[config.mk]
export PLATFORM = sky130hd
export DESIGN_NAME = psum_wb_scheduler
export DESIGN_NICKNAME = d
export VERILOG_FILES = /design/src/rtl/psum_wb_scheduler.sv
export SDC_FILE = /design/constraint.sdc
export NUM_CORES = 1
export LEC_CHECK = 0
export ABC_AREA = 0
export CORE_ASPECT_RATIO = 1.5
export CORE_MARGIN = 2
export CORE_UTILIZATION = 48
export CTS_CLUSTER_SIZE = 24
export DETAILED_ROUTE_END_ITERATION = 8
export PLACE_DENSITY = 0.7
export SETUP_SLACK_MARGIN = 0.2
export SLEW_MARGIN = 0
export SYNTH_ARGS = -nofsm -noshare
export SYNTH_HDL_FRONTEND = slang
export SYNTH_SLANG_ARGS = --single-unit
[constraint.sdc]
create_clock -name clk -period 3.7 [get_ports clk]
set_input_delay 0.555 -clock clk [delete_from_list [all_inputs] [get_ports clk]]
set_output_delay 0.555 -clock clk [all_outputs]
set_load 0.02 [all_outputs]
[src/rtl/psum_wb_scheduler.sv]
// Layer sequencer for the ReLU/guard write-back engine: arbitrates two ping-pong psum banks
// between the PE-array producer and the write-back engine and advances destination bases per tile.
module psum_wb_scheduler #(
   parameter int unsigned CNT_W        = 8,
   parameter int unsigned FM_ADDR_W    = 16,
   parameter int unsigned GUARD_ADDR_W = 14
) (
   input  logic                    clk,
   input  logic                    rst_n,
   input  logic                    layer_valid,
   output logic                    layer_ready,
   input  logic [CNT_W-1:0]        layer_tiles_i,
   input  logic [7:0]              w_num_i,
   input  logic [7:0]              h_num_i,
   input  logic                    bit_mode_i,
   input  logic [FM_ADDR_W-1:0]    fm_base_i,
   input  logic [GUARD_ADDR_W-1:0] guard_base_i,
   output logic                    layer_done,
   output logic                    prod_ready,
   output logic                    prod_bank,
   input  logic                    prod_done,
   output logic                    wb_valid,
   input  logic                    wb_ready,
   input  logic                    wb_finish,
   output logic [7:0]              wb_w_num,
   output logic [7:0]              wb_h_num,
   output logic                    wb_bit_mode,
   output logic                    wb_bank,
   output logic [FM_ADDR_W-1:0]    wb_fm_base,
   output logic [GUARD_ADDR_W-1:0] wb_guard_base
);

   typedef enum logic [1:0] {StIdle, StIssue, StRun, StDone} state_e;

   state_e                  state_q, state_d;
   logic [1:0]              full_q, full_d;
   logic                    prod_ptr_q, wb_ptr_q;
   logic [CNT_W-1:0]        tiles_q, issued_cnt_q, done_cnt_q;
   logic [7:0]              w_q, h_q;
   logic                    bit_mode_q;
   logic [15:0]             pix_q;
   logic [FM_ADDR_W-1:0]    fm_step_q, fm_base_q;
   logic [GUARD_ADDR_W-1:0] guard_step_q, guard_base_q;
   logic                    wb_valid_q, wb_valid_d, layer_done_q;

   logic                    active, accept, prod_fire, wb_fire, fin, last_tile;
   logic [CNT_W:0]          done_inc;
   logic [FM_ADDR_W-1:0]    pix_fm, pix_x3, pix_x6;

   assign active      = (state_q == StIssue) || (state_q == StRun);
   assign layer_ready = (state_q == StIdle);
   assign accept      = layer_valid && layer_ready;
   assign prod_ready  = active && !full_q[prod_ptr_q] && (issued_cnt_q < tiles_q);
   assign prod_fire   = prod_done && prod_ready;
   assign wb_fire     = wb_valid_q && wb_ready;
   assign fin         = (state_q == StRun) && wb_finish;
   assign done_inc    = {1'b0, done_cnt_q} + {{CNT_W{1'b0}}, 1'b1};
   assign last_tile   = (done_inc == {1'b0, tiles_q});

   // Step arithmetic is done at address width, so wrap is implicit.
   assign pix_fm = FM_ADDR_W'(pix_q);
   assign pix_x3 = pix_fm + (pix_fm << 1);
   assign pix_x6 = pix_x3 << 1;

   always_comb begin
      state_d    = state_q;
      full_d     = full_q;
      wb_valid_d = 1'b0;
      // Producer and engine always touch different banks, so both updates may land together.
      if (prod_fire) full_d[prod_ptr_q] = 1'b1;
      if (fin)       full_d[wb_ptr_q]   = 1'b0;
      unique case (state_q)
         StIdle: begin
            if (accept) begin
               full_d  = 2'b00;
               state_d = (layer_tiles_i == '0) ? StDone : StIssue;
            end
         end
         StIssue: begin
            wb_valid_d = full_q[wb_ptr_q] && !wb_fire;
            if (wb_fire) state_d = StRun;
         end
         StRun: begin
            if (fin) state_d = last_tile ? StDone : StIssue;
         end
         StDone: state_d = StIdle;
         default: state_d = StIdle;
      endcase
   end

   always_ff @(posedge clk or negedge rst_n) begin
      if (!rst_n) begin
         state_q      <= StIdle;
         full_q       <= 2'b00;
         prod_ptr_q   <= 1'b0;
         wb_ptr_q     <= 1'b0;
         tiles_q      <= '0;
         issued_cnt_q <= '0;
         done_cnt_q   <= '0;
         w_q          <= '0;
         h_q          <= '0;
         bit_mode_q   <= 1'b0;
         pix_q        <= '0;
         fm_step_q    <= '0;
         fm_base_q    <= '0;
         guard_step_q <= '0;
         guard_base_q <= '0;
         wb_valid_q   <= 1'b0;
         layer_done_q <= 1'b0;
      end else begin
         state_q      <= state_d;
         full_q       <= full_d;
         wb_valid_q   <= wb_valid_d;
         layer_done_q <= (state_q == StDone);
         // Steps follow pix_q one cycle later; settled long before the first finish.
         fm_step_q    <= bit_mode_q ? pix_x3 : pix_x6;
         guard_step_q <= bit_mode_q ? '0 : GUARD_ADDR_W'(pix_q);
         if (accept) begin
            tiles_q      <= layer_tiles_i;
            w_q          <= w_num_i;
            h_q          <= h_num_i;
            bit_mode_q   <= bit_mode_i;
            fm_base_q    <= fm_base_i;
            guard_base_q <= guard_base_i;
            pix_q        <= {8'h00, w_num_i} * {8'h00, h_num_i};
            prod_ptr_q   <= 1'b0;
            wb_ptr_q     <= 1'b0;
            issued_cnt_q <= '0;
            done_cnt_q   <= '0;
         end else begin
            if (prod_fire) begin
               prod_ptr_q   <= ~prod_ptr_q;
               issued_cnt_q <= issued_cnt_q + CNT_W'(1);
            end
            if (fin) begin
               wb_ptr_q     <= ~wb_ptr_q;
               done_cnt_q   <= done_cnt_q + CNT_W'(1);
               fm_base_q    <= fm_base_q + fm_step_q;
               guard_base_q <= guard_base_q + guard_step_q;
            end
         end
      end
   end

   assign layer_done    = layer_done_q;
   assign prod_bank     = prod_ptr_q;
   assign wb_valid      = wb_valid_q;
   assign wb_w_num      = w_q;
   assign wb_h_num      = h_q;
   assign wb_bit_mode   = bit_mode_q;
   assign wb_bank       = wb_ptr_q;
   assign wb_fm_base    = fm_base_q;
   assign wb_guard_base = guard_base_q;

endmodule

==> reports/results.ini, run 1 <==
[timing]
finClkSkew_ns=0.0102
period_needed_ns=4.07
hold_slack_ns=0.291
maxSlewViolCount=0
worst_pin_slew_ns=1.00
period_share=1.10
finalSetupViolations=7
hold_viol=0
fin_setup_tns_ns=-1.36
grt_setup_unrepaired=yes
max_slew_margin=0.333
fin_ws_ns=-0.365
max_freq_mhz=246

[power]
power_leakage_nw=5.69
p_sw_mw=4.46
internal-power_mw=6.16
clkPwrFrac=0.165
pwr-share-seq=0.233
switching_share=0.420
powerDensity_nw_per_um2=879
ir_worst_vdd_mv=0.396
pwr-share-comb=0.601

[place]
portBuffers=113
dpl.hpwl_um=16900
gp_congestion=0.887

[synthesis]
synth_top_area_cell=dfrtp_1
synth_xor_area_frac=0.0622
yosysUniqueCellTypes=65
synth_seq_cells=125
post_synth_inst_count=1003
synth_edf_count=0
syn_nets=1194
synth_simple_gate_area_frac=0.181
yosys.cell_count.top_type=nand2_1
synthTopCellsByArea=dfrtp_1, ha_1, fa_1
yosys_warnings=0
synth_top_area_share=0.342
ys_top_cells_by_count=nand2_1, dfrtp_1, ha_1, inv_1, nor2_1
synth_top_family_by_area=adder cells
synthArstFlopShare=1.00
netlist_area_um2=9150
synth_mux_area_frac=0.0176
yosys.area_share.adder=0.210
seq_area_frac_synth=0.342
syn_avg_cell_area_um2=9.12
synth_compound_area_frac=0.145
synth-main-ff-cell=dfrtp_1

[hold_path]
hold_path.class=input port to async pin

[floorplanning]
die_area_um2=20200
coreArea_um2=18600
fp-row-count=61
die_w_um=117
initial_core_util=0.491
io_pins=114
die_h_um=173

[setup_path]
cp_data_required_time_ns=3.98
critPathMaxFanout=7
crit_path_start_kind=input port
critical_path_class=input port to register
crit_path_end_kind=register
crit_arrival_ns=4.34

[global_routing]
antenna_found_initial=0
grtUsageTotal=0.229
grt_pass1_wl_um=36600
grt_max_degree=88
gr-total-overflow=0
grt_pass1_vias=7765

[run_status]
violations=setup timing
status=finished, violations left

[clocking]
tritoncts=done
clk_pin_slew_ns=0.06
cts.htree.levels=4
cts.path.max_buffers=2
cts-hold-fix-buffers=0
clockRootBuffer=clkbuf_16
clock-sinks=125
numCtsBuffers=17
clock_latency_ns=0.42

[finish]
finalNetCount=1379
antenna-diode-count=0
area_growth_pct=31.9
utilization=0.648
fillers=1624
drive_gt1_frac=0.157

[routing]
avgViaCountPerCell=5.26
via_count=7637
drt-total-wl_um=22300
post-route-drc-count=0
detail-route-antenna-nets=0
wl_per_cell_um=15.4
drtPass1Iterations=5
drt_iter0_markers=373

[run]
drv_cap=0

-- placed cells by master, fill, tap and decap left out, types with 5 or more instances in the layout --
cell and instances:
a211oi_1 10, a21o_1 15, a21oi_1 51, a21oi_2 7, a22oi_1 8, a31oi_1 11, and2_1 44, and2_4 16
and3_1 6, buf_4 62, buf_6 21, buf_8 5, clkbuf_16 17, clkdlybuf4s50_1 96, clkinvlp_4 7, dfrtp_1 125
fa_1 33, fa_2 6, ha_1 82, ha_4 8, inv_1 67, inv_2 7, mux2i_1 15, nand2_1 136
nand2_2 5, nand2b_1 9, nand3_1 6, nand4_1 5, nor2_1 61, nor2b_1 25, nor3_1 10, o21a_1 8
o21ai_0 44, o21ai_1 30, or3_1 8, xnor2_1 32, xor2_1 33
-- logic make-up after synthesis --
group,Yosys count
flops,125
buf+inv,103
simple gates,348
xor+xnor,65
mux,16
fa+ha+maj,130
compound gates,216
-- per-layer routing --
layer | global-route usage | part of all wire
met5 | 0 | 0
met4 | 0.0917 | 0.030
met3 | 0.0379 | 0.030
met2 | 0.420 | 0.56
met1 | 0.258 | 0.38
-- layout make-up --
type	count	area, um^2	area share
multi-input combinational	775	5900	0.489
sequential	125	3130	0.259
timing repair buffer	193	1810	0.150
clock buffer	18	429	0.0356
tap	252	315	0.0261
inverter	76	287	0.0237
clock inverter	14	195	0.0162
-- power groups by stage --
stage / clock, mW / sequential (mW) / combinational (mW)
finish: 1.75 / 2.48 / 6.38
floorplan: 0 / 2.67 / 4.06
CTS: 1.78 / 2.48 / 6.28
global placement: 0 / 2.48 / 5.97
detailed placement: 0 / 2.50 / 6.09
global route: 1.84 / 2.55 / 7.13
-- flip-flops by register name, summed over array words and instances, names as in the netlist, 8 cells and up --
register	cells
wb_h_num	8
issued_cnt_q	8
wb_w_num	8
fm_step_q	16
pix_fm	16
wb_guard_base	14
guard_step_q	14
wb_fm_base	16
tiles_q	8
done_cnt_q	8
-- final timing paths --
| path | end | cells after the start | slack (ns) | startpoint |
|---|---|---|---|---|
| max | pix_fm[15]$_DFFE_PN0P_ | 18 | -0.37 | w_num_i[2] |
| min | wb_bit_mode$_DFFE_PN0P_ | 1 | 0.29 | rst_n |
| max reg2reg | fm_step_q[14]$_DFF_PN0_ | 11 | 1.02 | pix_fm[0]$_DFFE_PN0P_ |
| min reg2reg | wb_h_num[7]$_DFFE_PN0P_ | 2 | 0.47 | wb_h_num[7]$_DFFE_PN0P_ |
| max in group asynchronous | wb_guard_base[4]$_DFFE_PN0P_ | 2 | 2.59 | rst_n |
| min in group clk | wb_h_num[5]$_DFFE_PN0P_ | 3 | 0.38 | h_num_i[5] |
-- worst max-delay path, stage by stage --
cell      delay, ns
buf_6          0.09
buf_8          0.13
and2_4         0.16
fa_2           0.39
fa_1           0.47
ha_1           0.29
inv_1          0.05
fa_1           0.52
inv_1          0.06
ha_4           0.21
nor2b_4        0.13
o21ai_4        0.18
a21boi_4       0.08
o41a_1         0.37
a311o_1        0.35
a21oi_2        0.13
xnor2_1        0.12
o21ai_1        0.07
-- per-stage QoR --
| stage | area [um^2] | worst slack [ns] | cells | power, mW |
|---|---|---|---|---|
| floorplan | 9310 | -0.464 | 1003 | 6.73 |
| detailed placement | 11100 | -1.30 | 1402 | 8.59 |
| global placement | 11100 | -1.28 | 1402 | 8.44 |
| CTS | 11900 | -0.392 | 1447 | 10.5 |
| global route | 12100 | -0.500 | 1453 | 11.5 |
| finish | 12100 | -0.365 | 1453 | 10.6 |
-- what timing repair did --
item / 4_1_cts / 5_1_grt
pin swaps: 41 / 45
endpoints found under the hold margin: 0 / 0
gates resized for setup: 94 / 29
setup endpoints to repair: 11 / 9
gates cloned: 0 / 0
buffers inserted: 13 / 6
Note: power is estimated with default switching activity, not from simulation.
==> run 2: changes to the inputs <==
--- a/config.mk
+++ b/config.mk
@@ -9,6 +9,7 @@
 export CORE_ASPECT_RATIO = 1.5
 export CORE_MARGIN = 2
 export CORE_UTILIZATION = 48
+export CTS_BUF_LIST = sky130_fd_sc_hd__clkbuf_8
 export CTS_CLUSTER_SIZE = 24
 export DETAILED_ROUTE_END_ITERATION = 8
 export PLACE_DENSITY = 0.7
==> reports/results.ini, run 2 (synthesized netlist as in run 1, its figures left out) <==
[finish]
finalNetCount=1379  ; unchanged
antenna-diode-count=0  ; unchanged
instances_no_fill=1453  ; unchanged
drive_gt1_frac=0.157  ; unchanged
final_common_cell=nand2_1
area_growth_pct=29.8
fillers=1665  ; +2.5%
final_cell_mix=nand2_1, dfrtp_1, clkdlybuf4s50_1, ha_1, inv_1
utilization=0.638  ; -0.0103

[floorplanning]
die_area_um2=20200  ; unchanged
io_pins=114  ; unchanged
initial_core_util=0.491  ; unchanged
coreArea_um2=18600  ; unchanged
fp-row-count=61  ; unchanged
die_w_um=117  ; unchanged
die_h_um=173  ; unchanged

[setup_path]
r2r_end=fm_step_q[15]$_DFF_PN0_
crit_slowest_cell=fa_1
path_depth=18  ; unchanged
cp_data_required_time_ns=4.01  ; +0.03 ns
reg2reg_from=pix_fm[0]$_DFFE_PN0P_
critPathLaunch=w_num_i[2]
worst-r2r-setup-slack_ns=1.00  ; -0.02 ns
crit_arrival_ns=4.34  ; about the same
worstPathCellList=buf_6, buf_8, and2_4, fa_2, fa_1, ha_1, inv_1, fa_1, inv_1, ha_4, nor2b_4, o21ai_4, a21boi_4, o41a_1, a311o_1, a21oi_2, xnor2_1, o21ai_1
path_buf_inv=4  ; unchanged
cp_top_family=adder cells
crit_path_end_kind=register
endpoint=pix_fm[15]$_DFFE_PN0P_
critPathMaxFanout=7  ; unchanged
crit_path_start_kind=input port
worstRegToRegCells=11  ; unchanged
slowest_delay_ns=0.52  ; about the same
critical_path_class=input port to register

[routing]
avgViaCountPerCell=5.23  ; -0.55%
drt_iter0_markers=351  ; -5.9%
post-route-drc-count=0  ; unchanged
wl_per_cell_um=15.2  ; -1.1%
via_count=7595  ; -0.55%
detail-route-antenna-nets=0  ; unchanged
drt-total-wl_um=22100  ; -1.1%
drtPass1Iterations=4  ; -1

[hold_path]
hold_path.class=input port to async pin

[timing]
finClkSkew_ns=0.0136  ; +0.00340 ns
max_freq_mhz=248  ; +0.80%
fin_ws_ns=-0.333  ; +0.0324 ns
grt_setup_unrepaired=yes
maxSlewViolCount=0  ; unchanged
finalSetupViolations=6  ; -1
worst_pin_slew_ns=1.00  ; -0.000101 ns
hold_viol=0  ; unchanged
period_needed_ns=4.03  ; -0.0324 ns
period_share=1.09  ; -0.00874
max_slew_margin=0.333  ; about the same

[global_routing]
grtUsageTotal=0.228  ; -0.00145
antenna_found_initial=0  ; unchanged
grt_max_degree=88  ; unchanged
grt_pass1_wl_um=36400  ; -0.49%
gr-total-overflow=0  ; unchanged
grt_pass1_vias=7737  ; -0.36%

[place]
gp_congestion=0.887  ; unchanged
dp.cells=1402  ; unchanged
portBuffers=113  ; unchanged
dpl.hpwl_um=16900  ; unchanged

[power]
pwr-share-seq=0.244  ; +0.011
power_leakage_nw=5.60  ; -1.5%
p_sw_mw=4.38  ; -1.7%
pwr-share-comb=0.628  ; +0.027
internal-power_mw=5.75  ; -6.5%
switching_share=0.432  ; +0.0124
powerDensity_nw_per_um2=853  ; -2.9%
clkPwrFrac=0.129  ; -0.036
ir_worst_vdd_mv=0.321  ; -19%

[clocking]
cts.htree.levels=4  ; unchanged
clk_pin_slew_ns=0.07  ; about the same
cts.path.max_buffers=2  ; unchanged
clock-sinks=125  ; unchanged
numCtsBuffers=17  ; unchanged
clock_latency_ns=0.45  ; +0.03 ns
clockRootBuffer=clkbuf_8
tritoncts=done

[run_status]
status=finished, violations left
violations=setup timing

[run]
drv_cap=0  ; unchanged

-- run 2: cell types whose count changed in the layout (fill, tap and decap cells not counted), sizes merged --
| cell | previous run | this run |
|---|---|---|
| inv | 74 | 75 |
| clkbuf | 19 | 18 |
-- run 2: worst min-delay path by stage --
stage / slack (ns) / end / cells past startpoint / from
floorplan: 0.26 / done_cnt_q[0]$_DFFE_PN0P_ / 0 / rst_n
CTS: 0.28 / wb_fm_base[5]$_DFFE_PN0P_ / 1 / rst_n
detailed placement: 0.47 / wb_h_num[7]$_DFFE_PN0P_ / 2 / wb_h_num[7]$_DFFE_PN0P_
global route: 0.30 / wb_bit_mode$_DFFE_PN0P_ / 1 / rst_n
global placement: 0.46 / wb_h_num[0]$_DFFE_PN0P_ / 2 / wb_h_num[0]$_DFFE_PN0P_
finish: 0.26 / wb_bit_mode$_DFFE_PN0P_ / 1 / rst_n
-- run 2: area by class of cell --
class	count	area, um^2	area share
inverter	76	287	0.0241
multi-input combinational	775	5900	0.497
sequential	125	3130	0.263
timing repair buffer	193	1810	0.153
clock inverter	15	199	0.0167
clock buffer	17	234	0.0197
tap	252	315	0.0265
-- run 2: metrics by stage --
| stage | setup TNS [ns] | instance area, um^2 | total power [mW] | hold slack (ns) | setup slack [ns] |
|---|---|---|---|---|---|
| 6_report | -1.19 | 11900 | 10.1 | 0.258 | -0.333 |
| 5_1_grt | -2.01 | 11900 | 11.1 | 0.298 | -0.445 |
| 4_1_cts | -1.41 | 11700 | 10.1 | 0.281 | -0.344 |
| 3_5_place_dp | -9.94 | 11100 | 8.59 | 0.466 | -1.30 |
| 3_3_place_gp | -9.56 | 11100 | 8.44 | 0.462 | -1.28 |
| 2_1_floorplan | -1.32 | 9310 | 6.73 | 0.259 | -0.464 |
-- run 2: layer usage --
layer  track usage  part of all wire  vias up
met1         0.258              0.39     3666
met5             0                 0        -
met2         0.417              0.56      120
met3        0.0368             0.026       31
met4        0.0892             0.028        0
li1              -                 -     3778
-- run 2: timing repair --
action	CTS	global route
hold buffers	0	0
gates resized for setup	94	29
setup endpoints to repair	10	8
pin swaps	41	45
setup buffers	13	6
-- run 2: power by group through the flow --
stage | logic (mW) | clock network, mW | registers (mW)
after detailed placement | 6.09 | 0 | 2.50
after floorplan | 4.06 | 0 | 2.67
after global routing | 7.12 | 1.39 | 2.55
final | 6.36 | 1.30 | 2.47
after CTS | 6.27 | 1.33 | 2.47
after global placement | 5.97 | 0 | 2.48
==> run 3: changes to the inputs <==
--- a/config.mk
+++ b/config.mk
@@ -12,6 +12,7 @@
 export CTS_BUF_LIST = sky130_fd_sc_hd__clkbuf_8
 export CTS_CLUSTER_SIZE = 24
 export DETAILED_ROUTE_END_ITERATION = 8
+export HOLD_SLACK_MARGIN = 0.12
 export PLACE_DENSITY = 0.7
 export SETUP_SLACK_MARGIN = 0.2
 export SLEW_MARGIN = 0
==> results of run 3 <==
The final DEF is identical to that of run 2; final timing and power are the same.
==> patch 1: new RTL, settings of run 3 <==
Change the parameter `GUARD_ADDR_W` from 14 to 15.
--- a/src/rtl/psum_wb_scheduler.sv
+++ b/src/rtl/psum_wb_scheduler.sv
@@ -3,7 +3,7 @@
 module psum_wb_scheduler #(
    parameter int unsigned CNT_W        = 8,
    parameter int unsigned FM_ADDR_W    = 16,
-   parameter int unsigned GUARD_ADDR_W = 14
+   parameter int unsigned GUARD_ADDR_W = 15
 ) (
    input  logic                    clk,
    input  logic                    rst_n,
Ports: changed (resized guard_base_i and wb_guard_base); port bits go from 114 to 116. The function was not compared with the original's and may differ.
==> patch 1 against run 3 <==
  * The run still ends with negative setup slack left
  * Count of clock-buffer cells in the layout grew 4
  * Clock skew grew 0.00082 ns
  * Largest power group unchanged
  * Power grew 4.0%
  * Routed wire length grew 0.86%
  * Final area grew 2.5%
  * Setup slack gained 0.21 ns
  * Largest cell class unchanged
  * Synthesized area grew 3.1%
  * Sequential cell count grew 2
  * Final cell count grew 2.4%
==> patch 1: results (changes against run 3) <==
** Placed design
- Count of buffers from port buffering :: 115 (+1.8%)
- Final weighted congestion of routability-driven global placement :: 0.844 (-4.8%)
- Number of placed instances, taps included :: 1444 (+3.0%)

** Timing
- Count of endpoints failing setup in the final report :: 4 (-2)
- The relative max-transition margin came to 48.9% (+16 points).
- The final hold slack was 0.155 ns (-0.103 ns).
- Summed negative setup slack over all endpoints :: -0.328 ns (+0.865 ns)
- Worst Setup Slack, final :: -0.118 ns (+0.215 ns)

** Power
- Cell leakage power :: 5.70 nW (+1.8%)
- Clk pwr :: 1.26 mW (-3%)
- Clock network power share :: 11.9% (-1.0 points)
- The net switching power is 4.60 mW (+5.0%).

** Finish
- Final std cells w/o fill :: 1488 (+2.4%)
- The fraction of final layout cells sized beyond drive strength 1 was 16.1% (+0.33 points).
- The number of filler instances in the final layout came to 1681 (+0.96%).
- The post-route core utilization was 63.3% (-0.49 points).

** GRT
- The via count of the first global-routing pass was 8215 (+6.2%).
- The global-route usage over all layers is 22.0% (-0.82 points).
- The largest net degree at the start of global routing was 82 (-6.8%).
- The global-route wire length before repair came to 37400 um (+2.6%).

** Logic synthesis
- The mean instance size in the synthesized netlist is 9.04 sq um (-0.93%).
- By area the synthesized netlist is led by sky130_fd_sc_hd__dfrtp_1, sky130_fd_sc_hd__ha_1, sky130_fd_sc_hd__fa_1, sky130_fd_sc_hd__nand2_1, sky130_fd_sc_hd__and2_1.
- The total nets after synthesis is 1237 (+3.6%).
- List of most frequent post-synthesis cells :: sky130_fd_sc_hd__nand2_1, sky130_fd_sc_hd__dfrtp_1, sky130_fd_sc_hd__ha_1, sky130_fd_sc_hd__inv_1, sky130_fd_sc_hd__nor2_1
- Unique masters post-synth :: 62 (-4.6%)

** Outcome
- The final reports fail on negative setup slack.
- Result of the run :: finished with violations

** Routing
- First-pass detailed-route iteration total :: 5 (+1)
- The final routed wire length divided by cell count was 15.0 um (-1.5%).
- The via count normalized by instance count came to 5.30 (+1.3%).

** Worst setup path
- Worst reg2reg path startpoint :: wb_guard_base[0]
- Cells on worst reg2reg path :: 10 (-1)
- Arrival time of data at the critical path endpoint :: 4.11 ns (-0.23 ns)
- The worst register-to-register path ends at wb_guard_base[14].
- The delay of the slowest critical-path stage was 0.58 ns (+0.06 ns).

** Clock tree
- The number of buffers inserted by post-CTS setup repair is 7 (-6).
[patch 1: cells by family (layout without fill, tap and decap cells)]
| family | Yosys count | in the layout | synth area share (%) |
|---|---|---|---|
| xor+xnor | 60 | 60 | 5.57 |
| simple gates | 380 | 380 | 19.2 |
| buf+inv | 108 | 296 | 4.31 |
| fa+ha+maj | 131 | 131 | 20.5 |
| flops | 127 | 127 | 33.7 |
| mux | 13 | 13 | 1.49 |
| compound gates | 225 | 225 | 15.2 |
[patch 1: area by class of cell]
cell class | instances | share of cell area (%)
clock buffers | 21 | 2.37
well taps | 256 | 2.63
inverters | 77 | 2.37
multi-input cells | 809 | 51.0
clock inverters | 11 | 1.06
repair buffers | 187 | 14.4
flip-flops and latches | 127 | 26.1
[patch 1: worst max-delay path: cells and delay by family]
family | cells | cell delay, ns
xor gates and xnor gates | 1 | 0.16
AOI/OAI and AO/OA | 2 | 0.22
buffers and inverters | 3 | 0.38
adders and majority gates | 5 | 1.95
and+or+nand+nor | 3 | 0.85
[patch 1: how the worst max path moves through the flow]
| stage | startpoint | to | slack [ns] |
|---|---|---|---|
| detailed placement | w_num_i[1] | pix_fm[14] | -1.28 |
| CTS | h_num_i[5] | pix_fm[13] | -0.18 |
| global route | h_num_i[6] | pix_fm[13] | -0.28 |
| global placement | w_num_i[1] | pix_fm[14] | -1.23 |
| floorplan | h_num_i[2] | pix_fm[14] | -0.39 |
| finish | h_num_i[6] | pix_fm[15] | -0.12 |
[patch 1: routing by layer]
metal / vias to the layer above / global-route usage [%] / part of all wire [%]
li1: 3911 / - / -
met1: 3779 / 24.1 / 40
met2: 160 / 42.5 / 55
met3: 32 / 4.03 / 3.3
met4: 0 / 6.50 / 1.8
met5: - / 0 / 0
==> patch 2: new RTL, config.mk and constraints of run 3 <==
Without the edit above. Reset style: synchronous (`rst_n`), changed in one clocked block.
--- a/src/rtl/psum_wb_scheduler.sv
+++ b/src/rtl/psum_wb_scheduler.sv
@@ -88,7 +88,7 @@
       endcase
    end
 
-   always_ff @(posedge clk or negedge rst_n) begin
+   always_ff @(posedge clk) begin
       if (!rst_n) begin
          state_q      <= StIdle;
          full_q       <= 2'b00;
Behaviour: differs if rst_n is asserted again (counterexample within 4 cycles, from zero or initial values and one cycle with rst_n low); with rst_n held inactive, the same outputs for 4 cycles.
==> patch 2 against run 3 <==
  * The run still ends with negative setup slack left
  * Via count is 5.8% higher
  * Synthesized area is 2.0% lower
  * Power is 32% lower
  * Critical endpoint is now pix_fm[15]
  * Combinational power is 41% lower
  * Final area is 2.6% lower
  * Setup slack better by 0.045 ns
  * Count of clock-buffer cells in the layout stayed put
  * Critical path type unchanged
  * Routed wire length is 5.1% higher
  * Sequential share of layout area is 4.7 points lower
  * Sequential cell count stayed put
  * Utilization is 0.86 points lower
  * Die area is 2.0% lower
==> patch 2: results (changes against run 3) <==
** Outcome
- Result of the run :: finished with violations
- Failing checks :: negative setup slack

** Worst setup path
- The minimum setup slack among reg-to-reg paths is 0.87 ns (-0.13 ns).
- The arrival time at the worst endpoint was 4.30 ns (-0.04 ns).
- The top fanout value on the critical path was 4 (-3).
- The delay of the slowest critical-path stage came to 0.50 ns (-0.02 ns).
- Worst reg2reg path startpoint :: pix_fm[0]
- Capture point of the critical path :: pix_fm[15]
- Tracing the worst setup path back leads to its startpoint at h_num_i[5].

** Logic synthesis
- Among all flip-flop cells after synthesis, the most frequent one is sky130_fd_sc_hd__dfxtp_1.
- By area the synthesized netlist is led by sky130_fd_sc_hd__dfxtp_1, sky130_fd_sc_hd__ha_1, sky130_fd_sc_hd__fa_1, sky130_fd_sc_hd__nand2_1, sky130_fd_sc_hd__and2_1.
- The share of the yosys chip area belonging to registers is 27.9% (-6.3 points).
- Synthesized net count :: 1275 (+6.8%)

** Routing
- Initial detailed-routing violation count :: 375 (+6.8%)
- The met1 wire length came to 9200 um (+6.7%).
- The final routed wirelength across all metal layers came to 23200 um (+5.1%).

** Finish
- Fill cell instance count of the final layout :: 1583 (-4.9%)
- Number of signal-net buffers in the layout :: 175 (-9.3%)
- Core Util, Final :: 62.9% (-0.86 points)
- Signal buf overhead :: 14.7% (-0.59 points)
- Seq/total area :: 21.6% (-4.7 points)
- Multi-input combinational area share :: 54.6% (+4.9 points)
- The final net count was 1430 (+3.7%).
- The number of inverters outside the clock class in the layout came to 84 (+11%).

** Timing
- The worst clock skew came to 0.0133 ns (-0.000303 ns).
- Worst Tran Pin Value :: 0.935 ns (-0.0658 ns)
- The final hold slack was 0.373 ns (+0.114 ns).
- Worst Setup Slack, final :: -0.288 ns (+0.0447 ns)
- Count of endpoints failing setup in the final report :: 3 (-3)

** GRT
- The global routing met1 resource utilization is 25.8% (+0.051 points).
- The global-route wire length before repair came to 37500 um (+3.0%).
- The global routing met3 resource utilization was 4.02% (+0.34 points).
- Via count of the first global-routing pass :: 7939 (+2.6%)
- The met2 capacity usage during global routing came to 45.8% (+4.2 points).

** Hold path
- The path class of the tightest hold or removal check is input port to flop.

** Power
- Cell leakage power :: 4.94 nW (-12%)
- P_sw :: 2.82 mW (-36%)

** Placed design
- The instance area at placement came to 10800 sq um (-2.9%).
[patch 2: through the flow]
| step | worst slack [ns] | instances |
|---|---|---|
| after floorplan | -0.596 | 1084 |
| after global placement | -1.31 | 1466 |
| after detailed placement | -1.35 | 1466 |
| after CTS | -0.241 | 1503 |
| after global routing | -0.365 | 1504 |
| final | -0.288 | 1504 |
[patch 2: kinds of logic after synthesis]
group	after synthesis	synth area share, %
fa+ha+maj	130	21.4
mux	12	1.37
simple gates	387	20.6
buf+inv	123	5.15
xor+xnor	58	5.67
flops	125	27.9
compound gates	249	17.9
[patch 2: power by group through the flow]
stage,Sequential [mW],Clock [mW],Combinational (mW)
finish,1.88,1.32,3.74
global route,1.90,1.40,4.17
CTS,1.88,1.35,3.61
detailed placement,1.91,0,3.45
global placement,1.90,0,3.39
floorplan,1.96,0,2.25
[patch 2: what timing repair did]
item,CTS,global route
pin swaps,54,22
setup endpoints to repair,11,9
hold buffers,0,0
buffers inserted,5,1
resized for setup,124,30
